## src/rtl/dmem_arb_pkg.sv

```systemverilog
// rtl/dmem_arb_pkg.sv - shared types and defaults for the data memory arbiter
//
// Holds the owner enum, the port ID encoding and the default parameter values
// used by dmem_arbiter and dmem_arb_pick. No ports.
package dmem_arb_pkg;

  localparam int ADDR_W_DEF    = 14;
  localparam int DATA_W_DEF    = 32;
  localparam int MAX_BURST_DEF = 4;

  typedef enum logic [1:0] {
    IDLE  = 2'd0,
    OWN_A = 2'd1,
    OWN_B = 2'd2
  } owner_t;

  typedef enum logic [1:0] {
    PORT_NONE = 2'd0,
    PORT_A    = 2'd1,
    PORT_B    = 2'd2
  } port_t;

endpackage

```

## src/rtl/dmem_arb_pick.sv

```systemverilog
// rtl/dmem_arb_pick.sv - combinational round-robin port selection
//
// Ports:
//   reqs   in  2        {b_req, a_req}
//   owner  in  owner_t  current owner
//   cnt    in  4        consecutive grants to the current owner
//   last   in  port_t   port that most recently took ownership
//   sel    out port_t   selected port (PORT_NONE when nobody requests)
module dmem_arb_pick
  import dmem_arb_pkg::*;
#(
  parameter int MAX_BURST = MAX_BURST_DEF
) (
  input  logic [1:0] reqs,
  input  owner_t     owner,
  input  logic [3:0] cnt,
  input  port_t      last,
  output port_t      sel
);

  localparam logic [3:0] MAX_B = 4'(MAX_BURST);

  always_comb begin
    sel = PORT_NONE;
    case (reqs)
      2'b01: sel = PORT_A;
      2'b10: sel = PORT_B;
      2'b11: begin
        // The owner keeps the RAM until its burst budget is spent; after that
        // the port that did not take ownership most recently wins.
        if (owner == OWN_A && cnt < MAX_B)      sel = PORT_A;
        else if (owner == OWN_B && cnt < MAX_B) sel = PORT_B;
        else                                    sel = (last == PORT_A) ? PORT_B : PORT_A;
      end
      default: sel = PORT_NONE;
    endcase
  end

endmodule

```

## src/rtl/dmem_arbiter.sv

```systemverilog
// rtl/dmem_arbiter.sv - two-port round-robin arbiter in front of the data RAM
//
// Optional feature macro: DMEM_ARB_ALIGN_CHECK_EN (reject misaligned accesses).
// Ports:
//   clock, reset                 rising-edge clock, synchronous active-high reset
//   a_*/b_* req/we/addr/wdata    requester inputs (byte addresses)
//   a_*/b_* gnt                  same-cycle grant
//   a_*/b_* rvalid/rdata         read response one cycle after the grant
//   a_*/b_* err                  misaligned access flag (macro only, else 0)
//   ram_we/ram_addr/ram_wdata    RAM command, from the selected port
//   ram_rdata                    RAM read data for the previous cycle's address
module dmem_arbiter
  import dmem_arb_pkg::*;
#(
  parameter int ADDR_W    = ADDR_W_DEF,
  parameter int DATA_W    = DATA_W_DEF,
  parameter int MAX_BURST = MAX_BURST_DEF
) (
  input  logic              clock,
  input  logic              reset,
  input  logic              a_req,
  input  logic              a_we,
  input  logic [31:0]       a_addr,
  input  logic [DATA_W-1:0] a_wdata,
  input  logic              b_req,
  input  logic              b_we,
  input  logic [31:0]       b_addr,
  input  logic [DATA_W-1:0] b_wdata,
  output logic              a_gnt,
  output logic              b_gnt,
  output logic              a_rvalid,
  output logic              b_rvalid,
  output logic [DATA_W-1:0] a_rdata,
  output logic [DATA_W-1:0] b_rdata,
  output logic              a_err,
  output logic              b_err,
  output logic              ram_we,
  output logic [ADDR_W-1:0] ram_addr,
  output logic [DATA_W-1:0] ram_wdata,
  input  logic [DATA_W-1:0] ram_rdata
);

  owner_t      owner;
  logic [3:0]  cnt;
  port_t       last;
  port_t       sel;

  logic              sel_we;
  logic [31:0]       sel_addr;
  logic [DATA_W-1:0] sel_wdata;
  logic              aligned;
  logic              same_owner;
  logic              unused_addr_bits;

  dmem_arb_pick #(
    .MAX_BURST(MAX_BURST)
  ) u_pick (
    .reqs  ({b_req, a_req}),
    .owner (owner),
    .cnt   (cnt),
    .last  (last),
    .sel   (sel)
  );

  assign a_gnt = (sel == PORT_A);
  assign b_gnt = (sel == PORT_B);

  always_comb begin
    sel_we    = 1'b0;
    sel_addr  = '0;
    sel_wdata = '0;
    case (sel)
      PORT_A: begin
        sel_we    = a_we;
        sel_addr  = a_addr;
        sel_wdata = a_wdata;
      end
      PORT_B: begin
        sel_we    = b_we;
        sel_addr  = b_addr;
        sel_wdata = b_wdata;
      end
      default: ;
    endcase
  end

`ifdef DMEM_ARB_ALIGN_CHECK_EN
  assign aligned = (sel_addr[1:0] == 2'b00);
`else
  assign aligned = 1'b1;
`endif

  // A misaligned access is still granted but must never reach the RAM.
  assign ram_we    = sel_we & aligned;
  assign ram_addr  = sel_addr[ADDR_W+1:2];
  assign ram_wdata = sel_wdata;

  assign a_rdata = ram_rdata;
  assign b_rdata = ram_rdata;

  assign unused_addr_bits = ^{sel_addr[31:ADDR_W+2], sel_addr[1:0]};

  assign same_owner = (sel == PORT_A && owner == OWN_A) ||
                      (sel == PORT_B && owner == OWN_B);

  always_ff @(posedge clock) begin
    if (reset) begin
      owner    <= IDLE;
      cnt      <= 4'd0;
      last     <= PORT_B;
      a_rvalid <= 1'b0;
      b_rvalid <= 1'b0;
      a_err    <= 1'b0;
      b_err    <= 1'b0;
    end else begin
      if (sel == PORT_NONE) begin
        owner <= IDLE;
        cnt   <= 4'd0;
      end else if (same_owner) begin
        if (cnt != 4'hF) cnt <= cnt + 4'd1;
      end else begin
        owner <= (sel == PORT_A) ? OWN_A : OWN_B;
        cnt   <= 4'd1;
        last  <= sel;
      end
      a_rvalid <= a_gnt & ~a_we & aligned;
      b_rvalid <= b_gnt & ~b_we & aligned;
      a_err    <= a_gnt & ~aligned;
      b_err    <= b_gnt & ~aligned;
    end
  end

endmodule

```

## config.mk

```make
export PLATFORM = sky130hd
export DESIGN_NAME = dmem_arbiter
export DESIGN_NICKNAME = d
export VERILOG_FILES = /design/src/rtl/dmem_arb_pkg.sv /design/src/rtl/dmem_arb_pick.sv /design/src/rtl/dmem_arbiter.sv
export SDC_FILE = /design/constraint.sdc
export NUM_CORES = 1
export LEC_CHECK = 0
export ABC_CLOCK_PERIOD_IN_PS = 2300
export CORE_AREA = 2 2 111 113
export DETAILED_ROUTE_END_ITERATION = 8
export DIE_AREA = 0 0 113 115
export GPL_TIMING_DRIVEN = 0
export HOLD_SLACK_MARGIN = 0.03
export PLACE_DENSITY = 0.63
export SKIP_CTS_REPAIR_TIMING = 1
export SYNTH_ARGS = -nofsm -noshare
export SYNTH_HDL_FRONTEND = slang
export SYNTH_SLANG_ARGS = --single-unit
```

## constraint.sdc

```tcl
create_clock -name clock -period 2.3 [get_ports clock]
set_input_delay 0.46 -clock clock [delete_from_list [all_inputs] [get_ports clock]]
set_output_delay 0.46 -clock clock [all_outputs]
set_load 0.005 [all_outputs]
```

==> flow_metrics.tcl <==
set metrics [dict create \
    crit_chain "buf_6 -> nor3_4 -> o21a_1 -> nor3b_4 -> nor2_4 -> buf_8 -> clkbuf_16 -> a22o_1 -> clkbuf_2" \
    overflow 0 \
    start_kind "flop" \
    cts_buffers 3 \
    layout_common_cells "clkdlybuf4s50_1 (160), buf_4 (72), a22o_1 (47), buf_2 (22), clkbuf_2 (19)" \
    hold_viol 0 \
    yosysSeqAreaShare 0.124 \
    synth_top_area_cell "buf_4" \
    synth_area_sq_um 1610 \
    drt_drc_violations_left 14 \
    cap_violations 0 \
    finalInstanceArea_sq_um 4050 \
    grt_pass1_vias 2158 \
    ys_types 40 \
    status "finished, violations left" \
    fin_skew_ns 0.00236 \
    layout.cells.most_common "clkdlybuf4s50_1" \
    worstSetupEndpointType "output port" \
    vias 2244 \
    multi_input_area_sq_um 825 \
    ys.flop_type "dfxtp_1" \
    antenna-diode-count 0 \
    yosysTopAreaCellShare 0.316 \
    grt_pass1_wl_mm 10.2 \
    hp-class "flop to flop" \
    ant_nets 0 \
    drive_gt1_frac 0.357 \
    critPathRequiredTime_ns 1.84 \
    nets 591 \
    peakVddDrop_uv 183 \
    syn_to_final_growth_pct 151 \
    cts_tree "yes" \
    gp_congestion 0.726 \
    synthCells 197 \
    nFillCells 1245 \
    crit_arrival_ns 1.92 \
    ys_warn_count 0 \
    grt_max_degree 11 \
    rsz0062_at_grt "yes" \
    clock_sinks 10 \
    die_y_microns 115 \
    seqCellArea_sq_um 206 \
    core_area_sq_um 11800 \
    htree_levels 1 \
    fp.dieW_microns 113 \
    critPathBufInv 4 \
    finalMaxSlewViolations 0 \
    failed_checks "design-rule violations, negative setup slack" \
    cp_slowest_stage_delay_ns 0.31 \
    worst_slack_ns -0.0843 \
    synth_seq_cells 10 \
    leakage_uw 0.00190 \
    synth_edf_count 0 \
    dp_slack_ns -0.858 \
    drtIter0Drc 69 \
    hpwl_mm 6.28 \
    crit_fanout 6 \
    initial_core_util 0.137 \
    power_density_nw_per_um2 305 \
    avgSynthCellArea_sq_um 8.19 \
    clock-root-buffer "clkbuf_16" \
    clk_pin_slew_worst_paths_ns 0.04 \
    period_needed_ns 2.38 \
    final_util 0.343 \
    hold_slack_ns 0.546 \
    track_usage 0.0973 \
    antenna_found_initial 0 \
    clk_path_buf_depth 2 \
    numPortBuffers 211 \
    via_per_inst 3.94 \
    criticalPathCategory "flop to output port" \
    insertion_delay_ns 0.24 \
    finalCritPeriodShare 1.04 \
    setup_viol 47 \
    ys_top_cells_by_area "buf_4 (32%), a22o_1 (26%), dfxtp_1 (12%), buf_6 (4.9%), nor2_1 (1.6%)" \
    rows 40 \
    wl_per_cell_microns 12.9 \
    drt_first_pass_iters 6 \
    max_freq_mhz 419 \
    ioPinCount 283 \
    wirelength_mm 7.34 \
    slowest_stage "dfxtp_2" \
    critPathTopFamily "buffers and inverters" \
    place_area_sq_um 3910 \
    synthArstFlopShare 0 \
    finalPower_uw 1240 \
    die_area_sq_um 13000 \
]
## registers in the layout, summed over array words and instances, names as in the netlist
signal,count
owner,2
last,2
a_rvalid,1
b_rvalid,1
cnt,4
## path summary, 6_finish.rpt
check	endpoint	slack, ns	start	cells past startpoint
max	ram_addr[2]	-0.08	cnt[2]	9
max reg2reg	cnt[3]	0.70	owner[0]	4
min reg2reg	cnt[1]	0.55	cnt[1]	2
min	cnt[1]	0.55	cnt[1]	2
## layout make-up
type / count / share of cell area
plain buffers: 81 / 0.165
clock buffers: 4 / 0.0219
inverters: 4 / 0.00370
multi-input cells: 103 / 0.203
flip-flops and latches: 10 / 0.0509
well taps: 147 / 0.0454
repair buffers: 221 / 0.510
## layer usage
layer,vias to the layer above,track usage,part of all wire
met5,-,0,0
met4,0,0.0268,0.010
met2,145,0.187,0.53
li1,1106,-,-
met3,6,0.0300,0.11
met1,987,0.102,0.35
## worst reg2reg max path, delay by kind of cell, from the launching register on
| kind | cells | cell delay (ns) |
|---|---|---|
| compound gates | 1 | 0.34 |
| flops | 1 | 0.46 |
| simple gates | 3 | 0.72 |
## where the power goes
part	total [uW]	internal, uW	switching [uW]	leakage, uW
registers	194	183	10.7	0.0000836
logic	695	490	205	0.00177
clock network	347	262	85.5	0.0000442
## synthesized netlist by cell type, types with 2 or more instances
master,number
a211o_1,2
a21oi_1,4
a22o_1,47
a31oi_1,2
and2_1,2
buf_2,4
buf_4,68
buf_6,7
clkbuf_1,2
dfxtp_1,10
inv_1,3
nand2b_1,2
nand3_1,4
nor2_1,7
nor3_1,3
nor3_2,2
nor3b_1,2
o211ai_1,2
o21ai_0,2
o31ai_1,2
## kinds of logic after synthesis
kind of cell / count (synthesis) / share of synthesized area
AOI/OAI and AO/OA: 68 / 0.346
buffers and inverters: 85 / 0.391
adders and majority gates: 1 / 0.00775
DFF: 10 / 0.124
other: 1 / 0.00232
and+or+nand+nor: 31 / 0.122
muxes: 1 / 0.00620
## through the flow
step | cells | setup TNS (ns)
4_1_cts | 560 | -37.53
2_1_floorplan | 198 | 0
3_3_place_gp | 556 | -38.49
3_5_place_dp | 556 | -37.02
6_report | 570 | -2.54
5_1_grt | 570 | -6.64
Power figures use the tool's default switching activity.
